$ cat src/rtl/fpir_div_iter_pkg.sv
// rtl/fpir_div_iter_pkg.sv - FPIR field widths, type encodings and divider FSM states
package fpir_div_iter_pkg;

  localparam int BW_FPIR_TYPE   = 3;
  localparam int BW_EXPONENT    = 8;
  localparam int BW_SIGNIFICAND = 24;
  localparam int BW_GUARD       = 3;
  localparam int BW_OVERFLOW    = 1;
  localparam int BW_FPIR_VALUE  = BW_FPIR_TYPE + 1 + BW_EXPONENT + BW_SIGNIFICAND + BW_GUARD + BW_OVERFLOW;

  // One quotient bit per iteration: significand, guard bits and the integer bit.
  localparam int DIV_ITERS = BW_SIGNIFICAND + BW_GUARD + 1;
  localparam int CNT_W     = $clog2(DIV_ITERS);

  typedef enum logic [BW_FPIR_TYPE-1:0] {
    FPIR_NAN    = 3'd0,
    FPIR_MINF   = 3'd1,
    FPIR_PINF   = 3'd2,
    FPIR_MZERO  = 3'd3,
    FPIR_PZERO  = 3'd4,
    FPIR_NORMAL = 3'd5
  } fpir_type_e;

  typedef struct packed {
    fpir_type_e                typ;
    logic                      sign;
    logic [BW_EXPONENT-1:0]    exp;
    logic [BW_SIGNIFICAND-1:0] sig;
    logic [BW_GUARD-1:0]       guard;
    logic [BW_OVERFLOW-1:0]    ovf;
  } fpir_t;

  typedef enum logic [1:0] {
    S_IDLE = 2'd0,
    S_BUSY = 2'd1,
    S_DONE = 2'd2
  } div_state_e;

  function automatic logic is_inf(input fpir_type_e t);
    return (t == FPIR_MINF) || (t == FPIR_PINF);
  endfunction

  function automatic logic is_zero(input fpir_type_e t);
    return (t == FPIR_MZERO) || (t == FPIR_PZERO);
  endfunction

endpackage

$ cat src/rtl/fpir_div_special.sv
// rtl/fpir_div_special.sv - combinational type resolution for FPIR division
module fpir_div_special
  import fpir_div_iter_pkg::*;
(
  input  fpir_type_e type_a,
  input  logic       sign_a,
  input  fpir_type_e type_b,
  input  logic       sign_b,
  output logic       is_special,
  output fpir_type_e result_type,
  output logic       sign,
  output logic       divzero
);

  logic s;

  always_comb begin
    s           = sign_a ^ sign_b;
    is_special  = 1'b1;
    result_type = FPIR_NAN;
    sign        = 1'b0;
    divzero     = 1'b0;
    if (type_a == FPIR_NAN || type_b == FPIR_NAN ||
        (is_inf(type_a) && is_inf(type_b)) || (is_zero(type_a) && is_zero(type_b))) begin
      result_type = FPIR_NAN;
    end else if (is_inf(type_a)) begin
      result_type = s ? FPIR_MINF : FPIR_PINF;
      sign        = s;
    end else if (is_inf(type_b)) begin
      result_type = s ? FPIR_MZERO : FPIR_PZERO;
      sign        = s;
    end else if (is_zero(type_b)) begin
      result_type = s ? FPIR_MINF : FPIR_PINF;
      sign        = s;
      divzero     = 1'b1;
    end else if (is_zero(type_a)) begin
      result_type = s ? FPIR_MZERO : FPIR_PZERO;
      sign        = s;
    end else begin
      is_special  = 1'b0;
      result_type = FPIR_NORMAL;
      sign        = s;
    end
  end

endmodule

$ cat src/rtl/fpir_div_iter.sv
// rtl/fpir_div_iter.sv - iterative restoring FPIR divider, one quotient bit per clock
module fpir_div_iter
  import fpir_div_iter_pkg::*;
(
  input  logic                     clk,
  input  logic                     rstp,
  input  logic                     in_valid,
  output logic                     in_ready,
  input  logic [BW_FPIR_VALUE-1:0] in_dividend,
  input  logic [BW_FPIR_VALUE-1:0] in_divisor,
  output logic                     out_valid,
  input  logic                     out_ready,
  output logic [BW_FPIR_VALUE-1:0] out_quotient,
  output logic                     out_divzero
);

  localparam int K = DIV_ITERS;
  localparam logic signed [BW_EXPONENT:0] EXP_MAX = (BW_EXPONENT+1)'(2**(BW_EXPONENT-1) - 1);
  localparam logic signed [BW_EXPONENT:0] EXP_MIN = (BW_EXPONENT+1)'(-(2**(BW_EXPONENT-1)));
  localparam logic signed [BW_EXPONENT:0] EXP_ONE = (BW_EXPONENT+1)'(1);

  fpir_t a, b;
  assign a = fpir_t'(in_dividend);
  assign b = fpir_t'(in_divisor);

  logic unused_fields;
  assign unused_fields = ^{a.guard, a.ovf, b.guard, b.ovf};

  logic       sp_is_special, sp_sign, sp_divzero;
  fpir_type_e sp_type;

  fpir_div_special u_special (
    .type_a      (a.typ),
    .sign_a      (a.sign),
    .type_b      (b.typ),
    .sign_b      (b.sign),
    .is_special  (sp_is_special),
    .result_type (sp_type),
    .sign        (sp_sign),
    .divzero     (sp_divzero)
  );

  div_state_e                  state;
  logic [BW_SIGNIFICAND:0]     rem;
  logic [K-1:0]                q;
  logic [CNT_W-1:0]            cnt;
  logic [BW_SIGNIFICAND-1:0]   sig_b;
  logic signed [BW_EXPONENT:0] exp_diff;
  logic                        sign_q;

  // One restoring step; the last step is normalized on the same edge it completes.
  logic                        qbit;
  logic [BW_SIGNIFICAND:0]     rem_sub, rem_nxt;
  logic [K-1:0]                q_nxt;
  logic signed [BW_EXPONENT:0] exp_n;
  logic                        sticky;
  fpir_t                       norm_res, special_res;

  assign qbit    = (rem >= {1'b0, sig_b});
  assign rem_sub = qbit ? (rem - {1'b0, sig_b}) : rem;
  assign rem_nxt = rem_sub << 1;
  assign q_nxt   = {q[K-2:0], qbit};
  assign sticky  = (rem_nxt != '0);

  always_comb begin
    special_res      = '0;
    special_res.typ  = sp_type;
    special_res.sign = sp_sign;

    norm_res      = '0;
    norm_res.sign = sign_q;
    if (q_nxt[K-1]) begin
      exp_n          = exp_diff;
      norm_res.sig   = q_nxt[K-1 -: BW_SIGNIFICAND];
      norm_res.guard = q_nxt[BW_GUARD:1] | {{(BW_GUARD-1){1'b0}}, q_nxt[0] | sticky};
    end else begin
      exp_n          = exp_diff - EXP_ONE;
      norm_res.sig   = q_nxt[K-2 -: BW_SIGNIFICAND];
      norm_res.guard = q_nxt[BW_GUARD-1:0] | {{(BW_GUARD-1){1'b0}}, sticky};
    end
    norm_res.exp = exp_n[BW_EXPONENT-1:0];
    norm_res.typ = FPIR_NORMAL;
    if (exp_n > EXP_MAX) begin
      norm_res      = '0;
      norm_res.typ  = sign_q ? FPIR_MINF : FPIR_PINF;
      norm_res.sign = sign_q;
    end else if (exp_n < EXP_MIN) begin
      norm_res      = '0;
      norm_res.typ  = sign_q ? FPIR_MZERO : FPIR_PZERO;
      norm_res.sign = sign_q;
    end
  end

  always_ff @(posedge clk or posedge rstp) begin
    if (rstp) begin
      state        <= S_IDLE;
      in_ready     <= 1'b1;
      out_valid    <= 1'b0;
      out_quotient <= '0;
      out_divzero  <= 1'b0;
      rem          <= '0;
      q            <= '0;
      cnt          <= '0;
      sig_b        <= '0;
      exp_diff     <= '0;
      sign_q       <= 1'b0;
    end else begin
      case (state)
        S_IDLE: if (in_valid) begin
          in_ready <= 1'b0;
          if (sp_is_special) begin
            state        <= S_DONE;
            out_valid    <= 1'b1;
            out_quotient <= special_res;
            out_divzero  <= sp_divzero;
          end else begin
            state    <= S_BUSY;
            rem      <= {1'b0, a.sig};
            q        <= '0;
            cnt      <= '0;
            sig_b    <= b.sig;
            exp_diff <= {a.exp[BW_EXPONENT-1], a.exp} - {b.exp[BW_EXPONENT-1], b.exp};
            sign_q   <= sp_sign;
          end
        end
        S_BUSY: begin
          rem <= rem_nxt;
          q   <= q_nxt;
          cnt <= cnt + 1'b1;
          if (cnt == CNT_W'(K-1)) begin
            state        <= S_DONE;
            out_valid    <= 1'b1;
            out_quotient <= norm_res;
            out_divzero  <= 1'b0;
          end
        end
        S_DONE: if (out_ready) begin
          state     <= S_IDLE;
          out_valid <= 1'b0;
          in_ready  <= 1'b1;
        end
        default: state <= S_IDLE;
      endcase
    end
  end

endmodule
$ cat config.mk
export PLATFORM = sky130hd
export DESIGN_NAME = fpir_div_iter
export DESIGN_NICKNAME = d
export VERILOG_FILES = /design/src/rtl/fpir_div_iter_pkg.sv /design/src/rtl/fpir_div_special.sv /design/src/rtl/fpir_div_iter.sv
export SDC_FILE = /design/constraint.sdc
export NUM_CORES = 1
export LEC_CHECK = 0
export CAP_MARGIN = 20
export CELL_PAD_IN_SITES_DETAIL_PLACEMENT = 0
export CELL_PAD_IN_SITES_GLOBAL_PLACEMENT = 2
export CORE_MARGIN = 2
export CORE_UTILIZATION = 30
export CTS_CLUSTER_SIZE = 8
export DETAILED_ROUTE_END_ITERATION = 16
export MAX_ROUTING_LAYER = met4
export PLACE_DENSITY_LB_ADDON = 0.1
export SLEW_MARGIN = 20
export SYNTH_ARGS = -nofsm -noshare
export SYNTH_HDL_FRONTEND = slang
export SYNTH_SLANG_ARGS = --single-unit
$ cat constraint.sdc
create_clock -name clk -period 5 [get_ports clk]
set_clock_uncertainty 0.2 [all_clocks]
set_input_delay 1 -clock clk [delete_from_list [all_inputs] [get_ports clk]]
set_output_delay 1 -clock clk [all_outputs]
set_load 0.05 [all_outputs]
After elaboration in Yosys (flattened, before gate mapping)
Cells that the tools add are included.
Cells by class
  add/sub/neg operators: 4
  bitwise gates (word level): 5
  $lt $le $gt $ge: 3
  equal/unequal tests: 16
  muxes and demuxes: 54
  reduce and logical (&&, ||, !) cells: 22
Operator list (count)
  two-way mux 40 bit: 5
  two-way mux 27 bit: 3
  case mux 40 bit (2 select lines): 1
  case mux 27 bit (2 select lines): 1
  two-way mux 25 bit: 2
  case mux 25 bit (2 select lines): 1
  greater-or-equal comparator 25 x 24 -> 1 bit: 1
  nonzero test 25 bit: 1
  two-way mux 24 bit: 1
  subtractor 24 bit: 1
  two-way mux 3 bit: 7
  two-way mux 1 bit: 19
  equality test 3 x 2 -> 1 bit, second input constant: 4
  two-way mux 2 bit: 6
  AND reduction 3 bit: 4
  two-way mux 5 bit: 2
  != test 2 bit, second input constant: 5
  case mux 5 bit (2 select lines): 1
  > comparator 9 x 8 -> 1 bit, second input constant: 1
  less-than comparator 9 x 8 -> 1 bit, second input constant: 1
  two-way mux 9 bit: 1
  subtractor 8 x 8 -> 9 bit: 1
  subtractor 9 x 2 -> 9 bit, second input constant: 1
  logical OR 1 bit: 7
  other kinds (20): 27
Storage, ports and cells
  bits in registers: 136
  word-level logic and storage cells: 115
  input bits: 84
  output and inout port bits: 43

Logic depth before layout (Yosys ltp)
  depth in word-level cells: 10
  gate-level depth with buffers: 13
  gate-level depth less buffers: 12

Modules after synthesis
From an unflattened synthesis, not the netlist that was laid out.
Second synthesis, totals
  cells, all modules: 852
  area, all modules: 7738.7 µm²
By module, submodules not included
  fpir_div_iter: seq. area each 3379.5 µm², cells each 827, instances 1, area an instance 7556.0 µm²
  fpir_div_special: seq. area each 0.0 µm², cells each 25, instances 1, area an instance 182.7 µm²

Worst setup path after synthesis
Ideal clock, no wire load.
  kind: input to register
  start point: input port in_dividend[38]
  end point: register rem[22]
  cell stages on the path: 8
  path buffers: 2
  required time: 4.667 ns
  data arrival time: 2.595 ns
  path slack: 2.072 ns
  library setup time: 0.133 ns
  cells stage by stage: nor2_1 > nor2_1 > nand3_1 > nor3b_1 > clkbuf_1 > buf_1 > mux2i_1 > a21oi_1
On the way
  longest elaborated chain between the ends: 9
  elaborated cells between the ends (all ways): 19
  classes of those cells: eq/ne: 5; mux: 5; reduce/logical: 9
Ends and longest elaborated chain
  start: declaration: line fpir_div_iter.sv:9  | input logic [BW_FPIR_VALUE-1:0] in_dividend,
  equality test 3 x 2 -> 1 bit or equality test 3 bit (tied branches): line fpir_div_iter_pkg.sv:44  | return (t == FPIR_MZERO) || (t == FPIR_PZERO);
  logical OR 1 bit: line fpir_div_iter_pkg.sv:44
  two-way mux 1 bit: line fpir_div_special.sv:36  | end else if (is_zero(type_a)) begin
  two-way mux 1 bit: line fpir_div_special.sv:32  | end else if (is_zero(type_b)) begin
  two-way mux 1 bit: line fpir_div_special.sv:29  | end else if (is_inf(type_b)) begin
  two-way mux 1 bit: line fpir_div_special.sv:26  | end else if (is_inf(type_a)) begin
  two-way mux 1 bit (*): line fpir_div_special.sv:23  | if (type_a == FPIR_NAN || type_b == FPIR_NAN ||
  != test 2 bit (no source line) (*)
  AND reduction 3 bit (no source line) (*)
  end signal: assignment: line fpir_div_iter.sv:118  | rem <= {1'b0, a.sig};
  end signal: assignment: line fpir_div_iter.sv:127  | rem <= rem_nxt;
  end: declaration: line fpir_div_iter.sv:44  | logic [BW_SIGNIFICAND:0] rem;
Mark *: on every way between the ends. The rest lies on a longest branch, timed or not.
A chain may end at the register's enable or synchronous reset.

Worst setup path after layout
  start point: input port in_dividend[38]
  end point: register rem[11]
The elaborated chain is that of the path after synthesis.

==> impl_metrics.yaml <==
layout:
  syn_to_final_growth_pct: 26.47
  final_util: 0.3880
  antennaDiodeCount: 0
  fin_nets: 1087
  drive_gt1_frac: 0.07857
yosys:
  seq_area_frac_synth: 0.4349
  async_reset_ff_frac: 1.000
  synth_ff_type: "dfrtp_1"
  netlist_instances: 871
  synth_fp_nets: 991
  ys.warnings.count: 0
  synth_edf_count: 0
  synth.cell_area_mm2: 0.007770
  syn_area_per_cell_um2: 8.921
  synth_cell_types: 64
  ys_seq_elements: 135
pwr:
  ir_worst_vdd_mv: 0.2222
  fin_total_pwr_mw: 5.991
  power_leakage_nw: 4.176
  power.density_mw_per_mm2: 609.7
detailed_routing:
  viasPerCell: 4.832
  first_pass_iters: 4
  ant_nets: 0
  dr_total_vias: 6330
  drt-wirelength-per-cell_um: 15.36
  drt_wl_total_um: 20130
  drc: 0
  drt-initial-drc-count: 273
timing:
  max_freq_mhz: 294.3
  post-route-period-util: 0.6796
  min_period_ns: 3.398
  worstMarginPinSlew_ns: 1.010
  fin_setup_tns_ns: 0
  slew_headroom: 0.3266
  finalHoldViolations: 0
  slew_violations: 0
  setup_viol: 0
  setup_ws_ns: 1.602
  rsz0062_at_grt: "no"
floorplanning:
  row_count: 58
  start_util: 0.3068
  design.core.area_mm2: 0.02533
  die_h_um: 164.9
  io_pins: 127
  die_w_um: 164.9
  die-area_mm2: 0.02720
setup_path:
  path_common_cell: "nor2_1"
  crit_slowest_cell: "nor2_1"
  critPathKind: "in -> reg"
  cp_max_fo: 31
  worstPathRequired_ns: 5.13
  slowest_delay_ns: 0.74
  r2r-start: "rem[14]$_DFFE_PP0P_"
  path_cells: "clkdlybuf4s50_1 > nor2_1 > nor2_1 > nand3_1 > nor3b_2 > buf_4 > nor2_1 > a22oi_1 > o21ai_0"
  critPathLaunchType: "input port"
  critPathArrivalTime_ns: 3.53
  worstReg2RegEnd: "rem[4]$_DFFE_PP0P_"
  cp_top_family: "simple AND/OR/NAND/NOR gates"
  worst-path-buf-inv: 2
  cp-end-kind: "flop"
  ff2ff_path_depth: 10
  regToRegSetupSlack_ns: 1.66
min_path:
  holdCritPathClass: "reg -> reg"
  holdPathEnd: "out_quotient[20]$_DFFE_PP0P_"
  worstHoldStart: "out_quotient[20]$_DFFE_PP0P_"
  holdPathStages: 2
global_route:
  grt_max_degree: 79
  grt.total_usage: 0.1603
  grt_pass1_vias: 6471
  grt_pass1_wl_um: 33380
  grt_antenna_before_repair: 0
  grt_overflow_total: 0
cts:
  clockBufferDepth: 2
  postCtsHoldBufs: 0
  ctsResizeCount: 0
  clk_pin_slew_ns: 0.06
  cts_buffers: 17
  clock_sinks: 135
  postCtsSetupBuffers: 0
  cts-root-buf: "clkbuf_16"
  insertion_delay_ns: 0.43
  cts_tree: "yes"
  htree_levels: 4
status:
  outcome: "complete, no violations"
placement:
  place_ws_ns: 1.193
  port_buffers: 117
  hpwl_um: 14380
  place_congestion: 0.8026
run:
  maxCapViolCount: 0
[layout by cell type, fill, tap and decap left out, drive strengths merged, types with 3 or more instances in the layout]
cell	instances
clkdlybuf4s50	117
buf	8
o21ai	138
nand2	167
a21oi	34
dfrtp	134
ha	34
o21a	7
nand4	7
a21o	14
o31a	3
a31oi	5
clkbuf	17
xor2	18
inv	57
nor2b	11
a211oi	7
nor4	8
xnor2	21
nor2	36
a22oi	8
nand2b	3
clkinvlp	3
o211ai	9
nand3	15
mux2i	48
nor3	11
[logic make-up (layout without fill, tap and decap cells)]
logic type,Yosys count,in the layout,synth area share
xor gates and xnor gates,39,39,0.04396
other,1,1,0.0004826
buffers and inverters,95,204,0.04944
adders and majority gates,36,36,0.05990
and+or+nand+nor,270,270,0.1528
muxes,48,48,0.06184
AOI/OAI and AO/OA,247,247,0.1966
DFF,135,135,0.4349
[where the power goes]
part	internal, mW	switching, mW	leakage [nW]
clock network	0.657	0.559	0.269
registers	1.47	0.364	1.75
logic	1.24	1.71	2.16
total	3.36	2.63	4.18
[cell usage after synthesis, types with 2 or more instances]
library cell,number,area (um^2)
buf_6,3,33.78
o21ai_1,10,50.05
nand3_1,14,70.07
nand2_1,167,626.9
xnor2_1,21,183.9
a31oi_1,5,31.28
a21oi_1,34,170.2
o211ai_1,9,67.56
inv_1,47,176.4
a21o_1,14,105.1
nand2b_1,3,18.77
nor3_1,10,50.05
or2_2,2,12.51
buf_1,3,11.26
a211oi_1,7,52.55
a21boi_0,2,15.01
fa_1,2,40.04
o211a_1,2,20.02
and3_1,2,12.51
nor2b_1,10,62.56
o31a_1,3,26.28
o21a_1,7,52.55
nor4_1,8,50.05
nor2_1,35,131.4
a22o_1,2,17.52
o22ai_1,2,12.51
o21ai_2,20,175.2
dfrtp_1,134,3353
a211o_1,2,17.52
a22oi_1,8,60.06
nand4_1,7,43.79
o21ai_0,108,540.5
clkbuf_1,40,150.1
mux2i_1,48,480.5
ha_1,34,425.4
xor2_1,18,157.7
[sequential cells by signal, indices dropped and copies added, names as in the netlist]
signal,count
cnt,5
out_valid,1
q,27
rem,25
exp_diff,9
sign_q,1
in_ready,1
sig_b,24
state,2
out_divzero,1
out_quotient,39
[area by class of cell]
type,instances,area [um^2]
fill,2602,15500
multi-input combinational,641,4024
sequential,135,3381
timing repair buffer,125,1269
clock buffer,17,425.4
tap,330,412.9
inverter,47,181.4
clock inverter,15,133.9
[routing by layer]
| layer | GRT usage | vias up | share of wire | wire, um |
|---|---|---|---|---|
| li1 | - | 3219 | - | - |
| met1 | 0.2039 | 2981 | 0.48 | 9595 |
| met2 | 0.2642 | 115 | 0.48 | 9606 |
| met3 | 0.03114 | 15 | 0.035 | 697 |
| met4 | 0.03834 | 0 | 0.011 | 226 |
| met5 | - | - | 0 | 0 |
[tightest hold or removal path, delay by kind of cell, from the launching register on]
kind	cells	cell delay [ns]
flip-flops	1	0.34
AO/OA/AOI/OAI	1	0.05
AND/OR/NAND/NOR	1	0.06
[worst max path at each step]
stage,end,cells after the start,slack [ns],from
floorplan,cnt[0]$_DFFE_PP0P_,1,0.19,rstp
global placement,rem[15]$_DFFE_PP0P_,9,1.14,in_dividend[38]
detailed placement,rem[15]$_DFFE_PP0P_,9,1.19,in_dividend[38]
CTS,out_quotient[7]$_DFFE_PP0P_,9,1.56,exp_diff[2]$_DFFE_PP0P_
global route,rem[17]$_DFFE_PP0P_,9,1.35,in_dividend[38]
finish,rem[11]$_DFFE_PP0P_,9,1.60,in_dividend[38]
[per-stage QoR]
step | area (um^2) | hold slack [ns] | instances
6_report | 9827 | 0.2758 | 1310
3_3_place_gp | 9268 | 0.2617 | 1278
4_1_cts | 9827 | 0.2819 | 1310
3_5_place_dp | 9268 | 0.2655 | 1278
2_1_floorplan | 7770 | 0.2497 | 871
5_1_grt | 9827 | 0.2986 | 1310
Power figures use the tool's default switching activity.
